### config.mk
export PLATFORM = sky130hd
export DESIGN_NAME = dmem_responder
export DESIGN_NICKNAME = d
export VERILOG_FILES = /design/src/rtl/dmem_responder.sv
export SDC_FILE = /design/constraint.sdc
export NUM_CORES = 2
export LEC_CHECK = 0
export ABC_AREA = 1
export CORE_ASPECT_RATIO = 1.2
export CORE_UTILIZATION = 36
export CTS_CLUSTER_SIZE = 28
export DETAILED_ROUTE_END_ITERATION = 16
export HOLD_SLACK_MARGIN = 0.03
export PLACE_DENSITY_LB_ADDON = 0.08
export REMOVE_ABC_BUFFERS = 1
export SETUP_SLACK_MARGIN = 0.05
export SLEW_MARGIN = 20
export SYNTH_ARGS = -nofsm -noshare
export SYNTH_HDL_FRONTEND = slang
export SYNTH_SLANG_ARGS = --single-unit
export TNS_END_PERCENT = 10
### constraint.sdc
create_clock -name clk -period 7.99 [get_ports clk]
set_input_delay 1.9975 -clock clk [delete_from_list [all_inputs] [get_ports clk]]
set_output_delay 1.9975 -clock clk [all_outputs]
set_load 0.05 [all_outputs]
### src/rtl/dmem_responder.sv
`default_nettype none
// ============================================================================
//  Module   : dmem_responder
//  Brief    : Single-port 32-bit data-memory responder with valid/ready
//             request and response channels, fixed wait latency, byte-lane
//             writes and misaligned/out-of-range error reporting.
//  Revision : 1.0 - initial release
// ============================================================================
module dmem_responder #(
  parameter int DEPTH   = 64,
  parameter int LATENCY = 2
) (
  input  logic        clk,
  input  logic        reset,
  input  logic        req_valid,
  output logic        req_ready,
  input  logic        req_we,
  input  logic [31:0] req_addr,
  input  logic [31:0] req_wdata,
  input  logic [3:0]  req_be,
  output logic        rsp_valid,
  input  logic        rsp_ready,
  output logic [31:0] rsp_rdata,
  output logic        rsp_err
);

  localparam int          C_AW    = (DEPTH > 1) ? $clog2(DEPTH) : 1;
  localparam logic [3:0]  C_LAT   = 4'(LATENCY);
  localparam logic [31:0] C_DEPTH = 32'(DEPTH);

  typedef enum logic [1:0] {
    ST_IDLE = 2'd0,
    ST_BUSY = 2'd1,
    ST_RESP = 2'd2
  } state_t;

  state_t          state_q;
  logic [3:0]      cnt_q;
  logic            req_ready_q;
  logic            rsp_valid_q;
  logic [31:0]     rsp_rdata_q;
  logic            rsp_err_q;

  // Request fields held while the access waits out its latency
  logic            we_q;
  logic [31:0]     addr_q;
  logic [31:0]     wdata_q;
  logic [3:0]      be_q;

  logic [31:0]     mem_q [DEPTH];

  // Fields of the access that completes on this edge: with zero latency the
  // request completes on its own acceptance edge, so take the live inputs
  logic            accept;
  logic            go_resp;
  logic            sel_we;
  logic [31:0]     sel_addr;
  logic [31:0]     sel_wdata;
  logic [3:0]      sel_be;
  logic            sel_err;
  logic [C_AW-1:0] sel_idx;

  // Select the completing request and decide whether this edge enters RESP
  always_comb begin
    accept    = (state_q == ST_IDLE) && req_valid;
    sel_we    = we_q;
    sel_addr  = addr_q;
    sel_wdata = wdata_q;
    sel_be    = be_q;
    if (state_q == ST_IDLE) begin
      sel_we    = req_we;
      sel_addr  = req_addr;
      sel_wdata = req_wdata;
      sel_be    = req_be;
    end
    go_resp = reset &&
              ((accept && (C_LAT == 4'd0)) ||
               ((state_q == ST_BUSY) && (cnt_q == 4'd1)));
    sel_err = (sel_addr[1:0] != 2'b00) ||
              ({2'b00, sel_addr[31:2]} >= C_DEPTH);
    sel_idx = sel_addr[C_AW+1:2];
  end

  // Storage: commits enabled lanes of a good write on RESP entry; never reset
  always_ff @(posedge clk) begin
    if (go_resp && sel_we && !sel_err) begin
      for (int i = 0; i < 4; i++) begin
        if (sel_be[i]) begin
          mem_q[sel_idx][8*i +: 8] <= sel_wdata[8*i +: 8];
        end
      end
    end
  end

  // Control FSM with registered handshake and response outputs
  always_ff @(posedge clk) begin
    if (!reset) begin
      state_q     <= ST_IDLE;
      cnt_q       <= 4'd0;
      req_ready_q <= 1'b1;
      rsp_valid_q <= 1'b0;
      rsp_rdata_q <= 32'd0;
      rsp_err_q   <= 1'b0;
      we_q        <= 1'b0;
      addr_q      <= 32'd0;
      wdata_q     <= 32'd0;
      be_q        <= 4'd0;
    end else begin
      case (state_q)
        ST_IDLE: begin
          if (accept) begin
            we_q        <= req_we;
            addr_q      <= req_addr;
            wdata_q     <= req_wdata;
            be_q        <= req_be;
            cnt_q       <= C_LAT;
            req_ready_q <= 1'b0;
            if (C_LAT == 4'd0) begin
              state_q     <= ST_RESP;
              rsp_valid_q <= 1'b1;
            end else begin
              state_q     <= ST_BUSY;
            end
          end
        end
        ST_BUSY: begin
          if (cnt_q == 4'd1) begin
            state_q     <= ST_RESP;
            rsp_valid_q <= 1'b1;
            cnt_q       <= 4'd0;
          end else begin
            cnt_q       <= cnt_q - 4'd1;
          end
        end
        ST_RESP: begin
          if (rsp_ready) begin
            state_q     <= ST_IDLE;
            rsp_valid_q <= 1'b0;
            req_ready_q <= 1'b1;
          end
        end
        default: begin
          state_q     <= ST_IDLE;
          rsp_valid_q <= 1'b0;
          req_ready_q <= 1'b1;
        end
      endcase
      // Response payload is captured once and held for the whole RESP phase
      if (go_resp) begin
        rsp_err_q   <= sel_err;
        rsp_rdata_q <= (!sel_err && !sel_we) ? mem_q[sel_idx] : 32'd0;
      end
    end
  end

  assign req_ready = req_ready_q;
  assign rsp_valid = rsp_valid_q;
  assign rsp_rdata = rsp_rdata_q;
  assign rsp_err   = rsp_err_q;

endmodule
`default_nettype wire

==> impl_metrics.tcl <==
set metrics [dict create \
    setup_viol 0 \
    clkPwrFrac_pct 40.0 \
    rsz0062_at_grt "no" \
    area_growth_pct 13.6 \
    grt_max_degree 157 \
    crit_path_end "mem_q[7][7]$_DFFE_PP_" \
    antenna_found_initial 17 \
    p_seq_share_pct 47.2 \
    drtIter0Drc 4573 \
    required_ns 8.51 \
    ioPinCount 108 \
    crit_fanout 24 \
    max-vdd-ir-drop_mv 0.202 \
    cts_tree "built" \
    path_buf_inv 3 \
    root_buffer "clkbuf_16" \
    grt_pass1_vias 60000 \
    vias 60700 \
    post-route-min-period_ns 5.29 \
    fillers 24300 \
    clk_latency_ns 0.90 \
    power_density_mw_per_mm2 260 \
    fin_crit_sh_pct 66.2 \
    wl_mm 301 \
    max_freq_ghz 0.189 \
    firstDrtPassIters 7 \
    syn_area_per_cell_um2 10.3 \
    overflow 0 \
    grt_use_total_pct 23.5 \
    dieWidth_um 460 \
    startpoint_type "input port" \
    hold_buffers 0 \
    tns_ns 0 \
    rr_endpoint "rsp_rdata[18]$_SDFFE_PN0P_" \
    nNetsFinal 8885 \
    critPathCaptureType "flop" \
    port-buffer-count 107 \
    clk_path_buf_depth 4 \
    die_y_um 552 \
    synth_cell_types 36 \
    crit_family "simple AND/OR/NAND/NOR gates" \
    tightest_slew_ns 1.19 \
    synth_ff_type "edfxtp_1" \
    cts_buffers 234 \
    finalHoldViolCount 0 \
    drv_slew 0 \
    initial_core_util_pct 36.3 \
    swShare_pct 27.2 \
    synth_edf_count 2048 \
    synthCells 8790 \
    gp_congestion 0.822 \
    slew_headroom_pct 20.7 \
    wl_per_cell_um 24.3 \
    max_stage_delay_ns 0.96 \
    synthArstFlopShare_pct 0 \
    rows 201 \
    max_cap_viol_count 0 \
    routed_via_density 4.91 \
    outcome "finished clean" \
    post-cts-setup-buffer-count 0 \
    cp_data_arrival_time_ns 5.81 \
    cts.sink_count 2158 \
    path_cells "clkdlybuf4s50_1 -> or2_2 -> o21ai_2 -> inv_1 -> nor3_4 -> buf_4 -> nand2_1 -> nor2_1" \
    drive_gt1_share_pct 6.10 \
    worstSetupStartpoint "req_addr[5]" \
    finalClockSkew_ns 0.0589 \
    die_area_mm2 0.254 \
    rrSetupSlack_ns 2.87 \
    yosys_warnings 0 \
    p_leak_nw 40.1 \
    internal-power_mw 19.5 \
    synth_seq_area_share_pct 70.2 \
    synth_area_mm2 0.0907 \
    ant_nets 0 \
    clk_pin_slew_ns 0.06 \
    r2r_cells 15 \
    cts_resized 0 \
    grt_pass1_wl_mm 430 \
    ys_ff_latch 2158 \
    final_util_pct 41.2 \
    hpwl_mm 182 \
    htree_levels 4 \
    hold_path.class "reg -> reg" \
    coreArea_mm2 0.250 \
    p_comb_share_pct 12.7 \
    setup.worst_path.class "in -> reg" \
    r2r-start "state_q[1]$_SDFFE_PN0P_" \
    slowest_stage "nor2_1" \
    crit_cells 8 \
    p_sw_mw 7.28 \
    drc 0 \
]
[state kept, by name (all words and copies together), names as in the netlist]
signal	cells
mem_q	2048
cnt_q	4
addr_q	32
rsp_err	1
be_q	4
req_ready	1
rsp_rdata	32
wdata_q	32
rsp_valid	1
state_q	2
we_q	1
[stage by stage]
step           hold slack (ns)  cell area (um^2)  power, mW  instances  worst slack (ns)
2_1_floorplan            0.418             88700       15.8       8331             -9.61
3_3_place_gp             0.433             95600       16.4      11900              1.50
3_5_place_dp             0.442             95700       16.4      11900              1.71
4_1_cts                  0.455            103000       27.1      12300              2.66
5_1_grt                  0.477            103000       27.7      12400              2.55
6_report                 0.454            103000       26.8      12400              2.70
[cells by family after synthesis]
logic type / share of synthesized area, %
flip-flops: 70.2
AO/OA/AOI/OAI: 2.48
buffers and inverters: 5.74
XOR/XNOR: 0.00966
AND/OR/NAND/NOR: 21.5
multiplexers: 0.0110
adder cells (fa/ha/maj): 0.0276
[power by group through the flow]
| stage | sequential, mW | clock (mW) | combinational, mW |
|---|---|---|---|
| floorplan | 13.0 | 0 | 2.85 |
| global placement | 12.9 | 0 | 3.46 |
| detailed placement | 12.9 | 0 | 3.46 |
| CTS | 12.7 | 10.9 | 3.47 |
| global route | 12.7 | 11.3 | 3.72 |
| finish | 12.7 | 10.7 | 3.42 |
[cells in the final DEF, fill, tap and decap left out, drive strengths merged]
| cell | n |
|---|---|
| nor2 | 581 |
| nand3b | 1 |
| o31ai | 1 |
| a21boi | 1 |
| edfxtp | 2048 |
| a221oi | 1 |
| o21ai | 311 |
| nor4 | 2 |
| nand2 | 3578 |
| nand3 | 563 |
| nand4 | 126 |
| clkinv | 94 |
| ha | 2 |
| or2 | 2 |
| clkinvlp | 4 |
| mux2i | 1 |
| diode | 11 |
| bufinv | 21 |
| buf | 137 |
| xnor2 | 1 |
| inv | 845 |
| and3 | 1 |
| o211ai | 1 |
| clkbuf | 303 |
| nor3 | 13 |
| a21oi | 130 |
| clkdlybuf4s50 | 106 |
| and2 | 15 |
| dfxtp | 110 |
[metal layers]
metal | track usage (%) | part of all wire, % | vias up
met3 | 3.61 | 5.2 | 454
met1 | 30.2 | 42 | 30000
met5 | 0.432 | 0.030 | -
li1 | - | - | 28800
met2 | 39.9 | 48 | 1474
met4 | 8.57 | 3.9 | 14
[how the worst min path moves through the flow]
stage | endpoint | cells after the start | from | slack [ns]
5_1_grt | we_q$_SDFFE_PN0P_ | 2 | we_q$_SDFFE_PN0P_ | 0.48
2_1_floorplan | we_q$_SDFFE_PN0P_ | 2 | we_q$_SDFFE_PN0P_ | 0.42
6_report | we_q$_SDFFE_PN0P_ | 2 | we_q$_SDFFE_PN0P_ | 0.45
3_5_place_dp | we_q$_SDFFE_PN0P_ | 2 | we_q$_SDFFE_PN0P_ | 0.44
3_3_place_gp | we_q$_SDFFE_PN0P_ | 2 | we_q$_SDFFE_PN0P_ | 0.43
4_1_cts | we_q$_SDFFE_PN0P_ | 2 | we_q$_SDFFE_PN0P_ | 0.46
[synthesized netlist by cell type, drive strengths merged, types with 2 or more instances]
cell type,instances,area share (%)
nand4,126,0.87
nor4,2,0.014
nand2,3578,15
nor3,13,0.12
a21oi,130,0.72
o21ai,311,1.7
nor2,581,2.5
ha,2,0.028
dfxtp,110,2.4
edfxtp,2048,68
or2,2,0.014
inv,841,3.5
buf,258,1.4
nand3,563,3.1
clkbuf,201,0.83
and2,15,0.10
[final cells by class]
class / instances / area [um^2] / share of cell area [%]
clock buffers: 303 / 6260 / 6.07
inverters: 842 / 3160 / 3.07
diodes: 11 / 27.5 / 0.0267
multi-input cells: 5331 / 22400 / 21.7
repair buffers: 243 / 2270 / 2.20
well taps: 3349 / 4190 / 4.06
flip-flops and latches: 2158 / 63700 / 61.8
clock inverters: 122 / 1140 / 1.11
[worst min-delay path, cell delays in order, from the launching register on]
cell and delay (ns):
dfxtp_1 0.31, nand2_1 0.06, nand2_1 0.04
Power figures use the tool's default switching activity.
